$ cat src/rtl/ysyx_25020037_lsu_if.sv
// Data-memory request/response bus between the LSU (master) and memory (slave).
interface ysyx_25020037_lsu_if;
    logic        mem_req_valid;
    logic        mem_req_ready;
    logic [31:0] mem_req_addr;
    logic        mem_req_wen;
    logic [31:0] mem_req_wdata;
    logic [3:0]  mem_req_wstrb;
    logic        mem_resp_valid;
    logic [31:0] mem_resp_rdata;
    logic        mem_resp_err;

    modport master (
        output mem_req_valid, mem_req_addr, mem_req_wen, mem_req_wdata, mem_req_wstrb,
        input  mem_req_ready, mem_resp_valid, mem_resp_rdata, mem_resp_err
    );

    modport slave (
        input  mem_req_valid, mem_req_addr, mem_req_wen, mem_req_wdata, mem_req_wstrb,
        output mem_req_ready, mem_resp_valid, mem_resp_rdata, mem_resp_err
    );
endinterface

$ cat src/rtl/ysyx_25020037_lsu.sv
// Load/store stage: one memory request per accepted instruction, aligned and
// extended load data, one-cycle pass-through for non-memory instructions.
module ysyx_25020037_lsu #(
    parameter int PASS_WD = 96,
    parameter int TIMEOUT = 255
) (
    input  logic               clk,
    input  logic               rst,
    input  logic               i_exu_valid,
    output logic               o_lsu_ready,
    input  logic               i_is_load,
    input  logic               i_is_store,
    input  logic [2:0]         i_funct3,
    input  logic [31:0]        i_addr,
    input  logic [31:0]        i_wdata,
    input  logic [PASS_WD-1:0] i_pass_in,
    ysyx_25020037_lsu_if.master mem,
    output logic               o_lsu_valid,
    input  logic               i_wbu_ready,
    output logic [31:0]        o_lsu_result,
    output logic [31:0]        o_rdata_processed,
    output logic [PASS_WD-1:0] o_pass_out,
    output logic               o_lsu_err
);
    localparam int CNT_WD = $clog2(TIMEOUT + 1);

    typedef enum logic [1:0] {S_IDLE, S_REQ, S_WAIT, S_OUT} state_t;

    // Access size code: 0 byte, 1 half, 2 word (unlisted encodings act as word).
    function automatic logic [1:0] size_of(input logic [2:0] f3);
        case (f3)
            3'b000, 3'b100: size_of = 2'd0;
            3'b001, 3'b101: size_of = 2'd1;
            default:        size_of = 2'd2;
        endcase
    endfunction

    function automatic logic [31:0] load_ext(input logic [2:0] f3, input logic [1:0] off,
                                             input logic [31:0] rdata);
        logic [31:0] sh;
        sh = rdata >> {off, 3'b000};
        case (f3)
            3'b000:  load_ext = {{24{sh[7]}}, sh[7:0]};
            3'b001:  load_ext = {{16{sh[15]}}, sh[15:0]};
            3'b100:  load_ext = {24'd0, sh[7:0]};
            3'b101:  load_ext = {16'd0, sh[15:0]};
            default: load_ext = rdata;
        endcase
    endfunction

    function automatic logic [3:0] store_strb(input logic [2:0] f3, input logic [1:0] off);
        case (size_of(f3))
            2'd0:    store_strb = 4'b0001 << off;
            2'd1:    store_strb = 4'b0011 << off;
            default: store_strb = 4'b1111;
        endcase
    endfunction

    function automatic logic [31:0] store_data(input logic [2:0] f3, input logic [31:0] wd);
        case (size_of(f3))
            2'd0:    store_data = {4{wd[7:0]}};
            2'd1:    store_data = {2{wd[15:0]}};
            default: store_data = wd;
        endcase
    endfunction

    state_t              r_state;
    state_t              w_state_nxt;
    logic [CNT_WD-1:0]   r_cnt;
    logic                r_is_load;
    logic [2:0]          r_funct3;
    logic [1:0]          r_off;
    logic [31:0]         r_addr;
    logic [31:0]         r_req_addr;
    logic                r_req_wen;
    logic [31:0]         r_req_wdata;
    logic [3:0]          r_req_wstrb;
    logic [31:0]         r_result;
    logic [31:0]         r_rdata_proc;
    logic [PASS_WD-1:0]  r_pass;
    logic                r_err;

    logic                w_hs;
    logic                w_is_mem;
    logic                w_misalign;
    logic                w_resp_take;
    logic                w_timeout;
    logic [1:0]          w_size;
    logic [31:0]         w_ld_val;

    assign w_hs      = i_exu_valid && (r_state == S_IDLE);
    assign w_is_mem  = i_is_load || i_is_store;
    assign w_size    = size_of(i_funct3);
    assign w_misalign = w_is_mem && (((w_size == 2'd1) && i_addr[0]) ||
                                     ((w_size == 2'd2) && (i_addr[1:0] != 2'b00)));
    assign w_ld_val  = load_ext(r_funct3, r_off, mem.mem_resp_rdata);

    assign o_lsu_ready       = (r_state == S_IDLE);
    assign o_lsu_valid       = (r_state == S_OUT);
    assign mem.mem_req_valid = (r_state == S_REQ);
    assign mem.mem_req_addr  = r_req_addr;
    assign mem.mem_req_wen   = r_req_wen;
    assign mem.mem_req_wdata = r_req_wdata;
    assign mem.mem_req_wstrb = r_req_wstrb;
    assign o_lsu_result      = r_result;
    assign o_rdata_processed = r_rdata_proc;
    assign o_pass_out        = r_pass;
    assign o_lsu_err         = r_err;

    // State register.
    always_ff @(posedge clk) begin
        if (rst) r_state <= S_IDLE;
        else     r_state <= w_state_nxt;
    end

    // Next-state decode; a response coincident with request acceptance skips WAIT.
    always_comb begin
        w_state_nxt = r_state;
        w_resp_take = 1'b0;
        w_timeout   = 1'b0;
        case (r_state)
            S_IDLE: begin
                if (w_hs) w_state_nxt = (w_is_mem && !w_misalign) ? S_REQ : S_OUT;
                else      w_state_nxt = S_IDLE;
            end
            S_REQ: begin
                if (mem.mem_req_ready) begin
                    w_resp_take = mem.mem_resp_valid;
                    w_state_nxt = mem.mem_resp_valid ? S_OUT : S_WAIT;
                end else begin
                    w_state_nxt = S_REQ;
                end
            end
            S_WAIT: begin
                if (mem.mem_resp_valid) begin
                    w_resp_take = 1'b1;
                    w_state_nxt = S_OUT;
                end else if (r_cnt == CNT_WD'(TIMEOUT - 1)) begin
                    w_timeout   = 1'b1;
                    w_state_nxt = S_OUT;
                end else begin
                    w_state_nxt = S_WAIT;
                end
            end
            S_OUT: begin
                if (i_wbu_ready) w_state_nxt = S_IDLE;
                else             w_state_nxt = S_OUT;
            end
            default: w_state_nxt = S_IDLE;
        endcase
    end

    // Datapath: latch the instruction, hold request fields, capture the result.
    always_ff @(posedge clk) begin
        if (rst) begin
            r_cnt        <= {CNT_WD{1'b0}};
            r_is_load    <= 1'b0;
            r_funct3     <= 3'd0;
            r_off        <= 2'd0;
            r_addr       <= 32'd0;
            r_req_addr   <= 32'd0;
            r_req_wen    <= 1'b0;
            r_req_wdata  <= 32'd0;
            r_req_wstrb  <= 4'd0;
            r_result     <= 32'd0;
            r_rdata_proc <= 32'd0;
            r_pass       <= {PASS_WD{1'b0}};
            r_err        <= 1'b0;
        end else begin
            case (r_state)
                S_IDLE: begin
                    if (w_hs) begin
                        r_is_load   <= i_is_load;
                        r_funct3    <= i_funct3;
                        r_off       <= i_addr[1:0];
                        r_addr      <= i_addr;
                        r_pass      <= i_pass_in;
                        r_req_addr  <= {i_addr[31:2], 2'b00};
                        r_req_wen   <= i_is_store;
                        r_req_wdata <= store_data(i_funct3, i_wdata);
                        r_req_wstrb <= i_is_store ? store_strb(i_funct3, i_addr[1:0]) : 4'd0;
                        r_err       <= w_misalign;
                        r_result    <= w_is_mem ? 32'd0 : i_addr;
                        if (w_misalign && i_is_load) r_rdata_proc <= 32'd0;
                    end
                end
                S_REQ:   if (mem.mem_req_ready) r_cnt <= {CNT_WD{1'b0}};
                S_WAIT:  r_cnt <= r_cnt + CNT_WD'(1);
                default: ;
            endcase
            if (w_resp_take) begin
                r_err    <= mem.mem_resp_err;
                r_result <= mem.mem_resp_err ? 32'd0 : (r_is_load ? w_ld_val : r_addr);
                if (r_is_load) r_rdata_proc <= mem.mem_resp_err ? 32'd0 : w_ld_val;
            end
            if (w_timeout) begin
                r_err    <= 1'b1;
                r_result <= 32'd0;
                if (r_is_load) r_rdata_proc <= 32'd0;
            end
        end
    end
endmodule

$ cat src/flat_wrapper.sv
// flat-port wrapper written by rule: the top's interface ports become plain ports
module ysyx_25020037_lsu_flat 
#(
    parameter int PASS_WD = 96,
    parameter int TIMEOUT = 255
)
  (clk, rst, i_exu_valid, o_lsu_ready, i_is_load, i_is_store, i_funct3, i_addr, i_wdata, i_pass_in, o_lsu_valid, i_wbu_ready, o_lsu_result, o_rdata_processed, o_pass_out, o_lsu_err, mem_mem_req_valid, mem_mem_req_addr, mem_mem_req_wen, mem_mem_req_wdata, mem_mem_req_wstrb, mem_mem_req_ready, mem_mem_resp_valid, mem_mem_resp_rdata, mem_mem_resp_err);
  ysyx_25020037_lsu_if mem_i ();
  input  logic clk;
  input  logic rst;
  input  logic i_exu_valid;
  output logic o_lsu_ready;
  input  logic i_is_load;
  input  logic i_is_store;
  input  logic [2:0] i_funct3;
  input  logic [31:0] i_addr;
  input  logic [31:0] i_wdata;
  input  logic [PASS_WD-1:0] i_pass_in;
  output logic o_lsu_valid;
  input  logic i_wbu_ready;
  output logic [31:0] o_lsu_result;
  output logic [31:0] o_rdata_processed;
  output logic [PASS_WD-1:0] o_pass_out;
  output logic o_lsu_err;
  output wire logic [$bits(mem_i.mem_req_valid)-1:0] mem_mem_req_valid;
  output wire logic [$bits(mem_i.mem_req_addr)-1:0] mem_mem_req_addr;
  output wire logic [$bits(mem_i.mem_req_wen)-1:0] mem_mem_req_wen;
  output wire logic [$bits(mem_i.mem_req_wdata)-1:0] mem_mem_req_wdata;
  output wire logic [$bits(mem_i.mem_req_wstrb)-1:0] mem_mem_req_wstrb;
  input wire logic [$bits(mem_i.mem_req_ready)-1:0] mem_mem_req_ready;
  input wire logic [$bits(mem_i.mem_resp_valid)-1:0] mem_mem_resp_valid;
  input wire logic [$bits(mem_i.mem_resp_rdata)-1:0] mem_mem_resp_rdata;
  input wire logic [$bits(mem_i.mem_resp_err)-1:0] mem_mem_resp_err;
  assign mem_mem_req_valid = mem_i.mem_req_valid;
  assign mem_mem_req_addr = mem_i.mem_req_addr;
  assign mem_mem_req_wen = mem_i.mem_req_wen;
  assign mem_mem_req_wdata = mem_i.mem_req_wdata;
  assign mem_mem_req_wstrb = mem_i.mem_req_wstrb;
  assign mem_i.mem_req_ready = mem_mem_req_ready;
  assign mem_i.mem_resp_valid = mem_mem_resp_valid;
  assign mem_i.mem_resp_rdata = mem_mem_resp_rdata;
  assign mem_i.mem_resp_err = mem_mem_resp_err;
  ysyx_25020037_lsu #(.PASS_WD(PASS_WD), .TIMEOUT(TIMEOUT)) u_core (.clk(clk), .rst(rst), .i_exu_valid(i_exu_valid), .o_lsu_ready(o_lsu_ready), .i_is_load(i_is_load), .i_is_store(i_is_store), .i_funct3(i_funct3), .i_addr(i_addr), .i_wdata(i_wdata), .i_pass_in(i_pass_in), .mem(mem_i), .o_lsu_valid(o_lsu_valid), .i_wbu_ready(i_wbu_ready), .o_lsu_result(o_lsu_result), .o_rdata_processed(o_rdata_processed), .o_pass_out(o_pass_out), .o_lsu_err(o_lsu_err));
endmodule
$ cat config.mk
export PLATFORM = sky130hd
export DESIGN_NAME = ysyx_25020037_lsu_flat
export DESIGN_NICKNAME = d
export VERILOG_FILES = /design/src/rtl/ysyx_25020037_lsu_if.sv /design/src/rtl/ysyx_25020037_lsu.sv /design/src/flat_wrapper.sv
export SDC_FILE = /design/constraint.sdc
export NUM_CORES = 1
export LEC_CHECK = 0
export ABC_AREA = 0
export CAP_MARGIN = 20
export CORE_AREA = 2 2 172 174
export CTS_BUF_LIST = sky130_fd_sc_hd__clkbuf_8
export DETAILED_ROUTE_END_ITERATION = 10
export DIE_AREA = 0 0 174 176
export PLACE_DENSITY_LB_ADDON = 0.1
export SYNTH_ARGS = -nofsm -noshare
export SYNTH_HDL_FRONTEND = slang
export SYNTH_SLANG_ARGS = --single-unit
$ cat constraint.sdc
create_clock -name clk -period 2.2 [get_ports clk]
set_input_delay 0.55 -clock clk [delete_from_list [all_inputs] [get_ports clk]]
set_output_delay 0.55 -clock clk [all_outputs]
set_load 0.02 [all_outputs]
# ---- After elaboration in Yosys (flattened, before gate mapping)
# Cells that the tools add are included.
dict set report word_totals {
  word_cells 100
  out_inout_bits 233
  reg_bits 276
}
dict set report classes {
  add_sub_neg 1
  reduce_logical 26
  shifts 3
  n_eq_ne 14
  n_mux 42
}
# op n
set op_table {}
lappend op_table {{2-to-1 mux 32 bit} 14}
lappend op_table {{one-hot mux 32 bit (4 select lines)} 1}
lappend op_table {{one-hot mux 32 bit (2 select lines)} 1}
lappend op_table {{right shift 32 x 5 -> 16 bit} 1}
lappend op_table {{2-to-1 mux 2 bit} 8}
lappend op_table {{one-hot mux 8 bit (2 select lines)} 1}
lappend op_table {{== test 3 bit (second input constant)} 4}
lappend op_table {{2-to-1 mux 1 bit} 11}
lappend op_table {{adder 8 x 1 -> 8 bit (second input constant)} 1}
lappend op_table {{== test 8 bit (second input constant)} 1}
lappend op_table {{2-to-1 mux 8 bit} 1}
lappend op_table {{one-hot mux 2 bit (4 select lines)} 1}
lappend op_table {{one-hot mux 4 bit (2 select lines)} 1}
lappend op_table {{AND reduction 2 bit} 4}
lappend op_table {{nonzero test 2 bit} 4}
lappend op_table {{== test 2 x 1 -> 1 bit (second input constant)} 3}
lappend op_table {{== test 2 bit (second input constant)} 3}
lappend op_table {{== test 3 x 1 -> 1 bit (second input constant)} 2}
lappend op_table {{logical AND 1 bit} 6}
lappend op_table {{logical NOT 3 bit} 2}
lappend op_table {{nonzero test 3 bit} 2}
lappend op_table {{OR reduction 2 bit} 3}
lappend op_table {{logical NOT 2 bit} 2}
lappend op_table {{2-to-1 mux 4 bit} 1}
lappend op_table {{other kinds (7)} 8}

# ---- Depth between registers and ports, before layout
dict set report depth {
  word_depth 15
  mapped_depth 10
  ltp_nobuf 7
}

# ---- Worst setup path after synthesis
# No wires, ideal clock.
dict set report synth_path {
  path_kind {register to register}
  from {reg u_core.r_state[1]}
  to {reg u_core.r_result[30], in the netlist u_core.o_lsu_result[30]}
  t_arrival_ps 1820
  n_path_buf 2
  stages_incl_launch_ff 10
  synth_period_minus_slack_ps 1935
  slack_ps 265
  t_required_ps 2084
  setup_time_ps 116
  cell_sequence {dfxtp_1 -> inv_1 -> ha_1 -> a21o_1 -> and3_1 -> clkbuf_1 -> clkbuf_1 -> o21ai_0 -> a21oi_1 -> nor2_1}
}
dict set report synth_between {
  elab_chain_len 4
  elab_cells_between_ends 11
  cone_classes {eq/ne (2); mux (3); reduce/logical (6)}
}
# item line_no
set synth_lines {}
lappend synth_lines {{from (decl)} ysyx_25020037_lsu.sv:67} ;# state_t r_state;
lappend synth_lines {{from (signal assigned)} ysyx_25020037_lsu.sv:113} ;# else r_state <= w_state_nxt;
lappend synth_lines {{== test 2 x 1 -> 1 bit (*)} n/a}
lappend synth_lines {{via mem_mem_req_valid} flat_wrapper.sv:25} ;# output wire logic [$bits(mem_i.mem_req_valid)-1:0] mem_mem_req_valid;
lappend synth_lines {{one-hot mux 1 bit (2 select lines) (*)} ysyx_25020037_lsu.sv:121} ;# case (r_state)
lappend synth_lines {{nonzero test 2 bit (no source line)} n/a}
lappend synth_lines {{AND reduction 2 bit (no source line)} n/a}
lappend synth_lines {{to (signal assigned)} ysyx_25020037_lsu.sv:183} ;# r_result <= w_is_mem ? 32'd0 : i_addr;
lappend synth_lines {{to (signal assigned)} ysyx_25020037_lsu.sv:193} ;# r_result <= mem.mem_resp_err ? 32'd0 : (r_is_load ? w_ld_val : r_addr);
lappend synth_lines {{to (decl)} ysyx_25020037_lsu.sv:78} ;# logic [31:0] r_result;
# Mark *: on every way through the listed nets, which the timed path passes. The rest lies on a longest branch.
# A chain may end at the register's enable or synchronous reset.

==> impl_metrics.prom <==
# TYPE chip_impl_metric gauge
chip_impl_info{name="run_status",value="complete, no violations"} 1
chip_impl_metric{name="die_height",unit="um"} 176
chip_impl_metric{name="gpl.final_weighted_congestion",unit=""} 0.874
chip_impl_metric{name="setup_viol",unit=""} 0
chip_impl_metric{name="finalClockSkew",unit="ns"} 0.0163
chip_impl_metric{name="number_of_global_route_vias_before_repair",unit=""} 10700
chip_impl_metric{name="filler_cell_count",unit=""} 2740
chip_impl_metric{name="layout_setup_ws",unit="ns"} 0.0536
chip_impl_metric{name="coreArea",unit="mm^2"} 0.0285
chip_impl_metric{name="report.final.slew_viol_count",unit=""} 0
chip_impl_metric{name="multi_input_area",unit="mm^2"} 0.00485
chip_impl_info{name="netlist_top_cells_area",value="sky130_fd_sc_hd__dfxtp_1, sky130_fd_sc_hd__nand2_1, sky130_fd_sc_hd__a21oi_1, sky130_fd_sc_hd__o21ai_0, sky130_fd_sc_hd__clkbuf_1"} 1
chip_impl_metric{name="route.vias.total",unit=""} 11100
chip_impl_metric{name="grt_antenna_before_repair",unit=""} 5
chip_impl_metric{name="arrival",unit="ns"} 1.60
chip_impl_metric{name="cts_hold_buffers",unit=""} 0
chip_impl_metric{name="p_per_area",unit="mW/mm^2"} 751
chip_impl_metric{name="power.sequential.fraction",unit="%"} 40.2
chip_impl_metric{name="postRouteWirelength",unit="um"} 39900
chip_impl_info{name="ys.flop_type",value="sky130_fd_sc_hd__dfxtp_1"} 1
chip_impl_metric{name="vdd.ir_drop.worst",unit="V"} 0.000562
chip_impl_metric{name="power_internal",unit="uW"} 8600
chip_impl_metric{name="finalCoreUtilization",unit="%"} 57.1
chip_impl_metric{name="p_sw",unit="uW"} 3620
chip_impl_metric{name="ys_seq_area_share",unit="%"} 46.8
chip_impl_info{name="critical_path_class",value="reg -> out"} 1
chip_impl_metric{name="route.antenna.remaining_nets",unit=""} 0
chip_impl_metric{name="fp-row-count",unit=""} 62
chip_impl_metric{name="firstDrtPassIters",unit=""} 5
chip_impl_info{name="layout_common_cells",value="sky130_fd_sc_hd__clkdlybuf4s50_1, sky130_fd_sc_hd__nand2_1, sky130_fd_sc_hd__a21oi_1, sky130_fd_sc_hd__dfxtp_1, sky130_fd_sc_hd__o21ai_0"} 1
chip_impl_metric{name="synthCells",unit=""} 1364
chip_impl_info{name="slowest_stage_cell_crit_path",value="sky130_fd_sc_hd__clkdlybuf4s50_1"} 1
chip_impl_metric{name="drc_violations",unit=""} 0
chip_impl_metric{name="cap_viol_max_count",unit=""} 0
chip_impl_metric{name="crit_required",unit="ns"} 1.65
chip_impl_metric{name="power.share.combinational",unit="%"} 22.7
chip_impl_info{name="layout_commonest_cell",value="sky130_fd_sc_hd__clkdlybuf4s50_1"} 1
chip_impl_metric{name="async_reset_ff_share",unit="%"} 0
chip_impl_metric{name="power.switching_fraction",unit="%"} 29.6
chip_impl_info{name="setup_repair_after_global_routing_missed_its_margin",value="false"} 1
chip_impl_metric{name="layout.nets",unit=""} 1985
chip_impl_metric{name="worst-path-buf-inv",unit=""} 1
chip_impl_info{name="timing.critical_path.from_type",value="flop"} 1
chip_impl_metric{name="clock_power_share",unit="%"} 37.2
chip_impl_metric{name="layout_worst_path_cycle_share",unit="%"} 97.6
chip_impl_metric{name="areaGrowthSynthToFinish",unit="%"} 56.3
chip_impl_metric{name="ys_warn_count",unit=""} 0
chip_impl_info{name="cp_cell_sequence",value="clkdlybuf4s50_1"} 1
chip_impl_info{name="yosys.area.top_type",value="sky130_fd_sc_hd__dfxtp_1"} 1
chip_impl_metric{name="htreeDepth",unit=""} 2
chip_impl_metric{name="cp_max_fo",unit=""} 3
chip_impl_metric{name="die_width",unit="um"} 174
chip_impl_metric{name="leakage",unit="uW"} 0.00611
chip_impl_metric{name="max_slew_margin",unit="%"} 58.6
chip_impl_info{name="setup.worst_path.end_class",value="primary output"} 1
chip_impl_metric{name="timing.final.hold_violations",unit=""} 0
chip_impl_metric{name="netlist_area",unit="mm^2"} 0.0104
chip_impl_metric{name="post_synth.cell_area_avg",unit="um^2"} 7.64
chip_impl_metric{name="initial_core_util",unit="%"} 36.5
chip_impl_metric{name="wire_per_inst",unit="um"} 18.2
chip_impl_metric{name="crit_path_max_incr_delay",unit="ns"} 0.70
chip_impl_metric{name="pin_count_of_the_biggest_net_entering_global_routing",unit=""} 72
chip_impl_metric{name="top_level_ports",unit=""} 437
chip_impl_metric{name="clk_pin_slew_worst_paths",unit="ns"} 0.06
chip_impl_metric{name="routed_via_density",unit=""} 5.05
chip_impl_metric{name="tritoncts.num_buffers",unit=""} 45
chip_impl_metric{name="synth_cell_type_count",unit=""} 48
chip_impl_info{name="cts_tree",value="done"} 1
chip_impl_info{name="worst_hold_path_type",value="in -> reg"} 1
chip_impl_metric{name="clock_latency",unit="ns"} 0.55
chip_impl_metric{name="synth_top_area_share",unit="%"} 46.8
chip_impl_info{name="timing.critical_path.max_delay_family",value="buffers and inverters"} 1
chip_impl_metric{name="max_clock_freq",unit="MHz"} 466
chip_impl_metric{name="placement.setup.worst_slack",unit="ns"} -0.525
chip_impl_metric{name="cts_num_sinks",unit=""} 244
chip_impl_info{name="clk_tree_root_cell",value="sky130_fd_sc_hd__clkbuf_8"} 1
chip_impl_metric{name="floorplan.die_area",unit="mm^2"} 0.0306
chip_impl_metric{name="portBuffers",unit=""} 434
chip_impl_metric{name="seq_area",unit="mm^2"} 0.00489
chip_impl_metric{name="global_route.usage.total",unit="%"} 25.2
chip_impl_metric{name="place_hpwl",unit="um"} 28800
chip_impl_metric{name="tightestPinTransition",unit="ns"} 0.619
chip_impl_metric{name="final.min_clock_period",unit="ns"} 2.15
chip_impl_metric{name="synth_enable_flop_cells",unit=""} 0
chip_impl_metric{name="post_route_cells_drive_above_1_share",unit="%"} 9.29
chip_impl_metric{name="grt_first_pass_wirelength",unit="um"} 61200
chip_impl_metric{name="max-clock-path-buffers",unit=""} 3
chip_impl_metric{name="grt_remaining_overflow",unit=""} 0
chip_impl_metric{name="synth_seq_cells",unit=""} 244
chip_impl_metric{name="drt_first_iter_violations",unit=""} 822
synthesized netlist by cell type, types with 4 or more instances:
cell	instances
sky130_fd_sc_hd__nand2_1	366
sky130_fd_sc_hd__a21oi_1	251
sky130_fd_sc_hd__dfxtp_1	244
sky130_fd_sc_hd__o21ai_0	90
sky130_fd_sc_hd__clkbuf_1	87
sky130_fd_sc_hd__nor2_1	70
sky130_fd_sc_hd__a31oi_1	33
sky130_fd_sc_hd__buf_4	32
sky130_fd_sc_hd__mux2i_1	24
sky130_fd_sc_hd__a211oi_1	15
sky130_fd_sc_hd__buf_2	14
sky130_fd_sc_hd__inv_1	13
sky130_fd_sc_hd__nand2b_1	11
sky130_fd_sc_hd__o211ai_1	10
sky130_fd_sc_hd__a21oi_2	9
sky130_fd_sc_hd__and2_1	9
sky130_fd_sc_hd__or3_1	9
sky130_fd_sc_hd__a311oi_1	8
sky130_fd_sc_hd__nand3_1	8
sky130_fd_sc_hd__ha_1	6
sky130_fd_sc_hd__buf_1	5
sky130_fd_sc_hd__nor3_1	5
sky130_fd_sc_hd__o21bai_1	5
sky130_fd_sc_hd__nand4_1	4
sky130_fd_sc_hd__nor2b_1	4
flip-flops by register name, indices dropped and copies added, names as in the netlist, 2 cells and up:
name / count
u_core.o_pass_out: 96
u_core.mem.mem_req_wdata: 32
u_core.o_lsu_result: 32
u_core.o_rdata_processed: 32
u_core.r_addr: 31
u_core.r_cnt: 8
u_core.mem.mem_req_wstrb: 4
u_core.r_funct3: 3
u_core.r_state: 2
worst paths after layout:
path	from	endpoint	slack (ns)	cells after the start
max	u_core.r_addr[14]	mem_mem_req_addr[14]	0.05	1
min	rst	u_core.r_cnt[1]	0.33	2
max reg2reg	u_core.r_state[0]	u_core.o_rdata_processed[15]	0.16	9
min reg2reg	u_core.o_pass_out[76]	u_core.o_pass_out[76]	0.45	2
metrics by stage:
stage	TNS, ns	hold WS (ns)	power (uW)	instance area [um^2]	cells
4_1_cts	0	0.297	12400	16300	2192
5_1_grt	0	0.314	12800	16300	2195
3_3_place_gp	-18.39	0.441	7750	15300	2111
2_1_floorplan	0	0.445	6330	10400	1365
6_report	0	0.326	12200	16300	2196
3_5_place_dp	-19.71	0.445	7780	15300	2111
final cells by class:
type / count / share of cell area [%]
diodes: 4 / 0.0614
clock buffers: 65 / 5.49
clock inverters: 15 / 0.392
inverters: 13 / 0.299
multi-input cells: 968 / 29.8
flip-flops and latches: 244 / 30.0
well taps: 384 / 2.95
repair buffers: 503 / 31.0
per-layer routing:
layer / vias to the layer above / GRT usage, % / part of all wire [%]
met4: 2 / 11.7 / 4.3
met1: 5127 / 30.9 / 41
met5: - / 0 / 0.040
li1: 5430 / - / -
met3: 92 / 7.49 / 8.1
met2: 444 / 40.8 / 47
power groups by stage:
stage / clock network (uW) / registers, uW / logic, uW
finish: 4540 / 4910 / 2770
global route: 4860 / 4950 / 3000
CTS: 4660 / 4910 / 2790
detailed placement: 0 / 5000 / 2780
global placement: 0 / 4990 / 2760
floorplan: 0 / 5270 / 1060
logic make-up after synthesis:
logic type,after synthesis,synth area share [%]
flip-flops,244,46.8
AO/OA/AOI/OAI,436,23.3
other,1,0.0360
XOR/XNOR,3,0.252
adder cells (fa/ha/maj),6,0.720
AND/OR/NAND/NOR,494,19.2
buffers and inverters,153,6.97
multiplexers,27,2.74
repair_timing:
| action | 4_1_cts | 5_1_grt |
|---|---|---|
| hold endpoints to repair | 0 | 0 |
| resized for setup | 11 | 8 |
| pin swaps | 1 | 0 |
| setup buffers | 1 | 0 |
| setup endpoints to repair | 23 | 19 |
No activity file was read; power rests on OpenSTA's default activity.
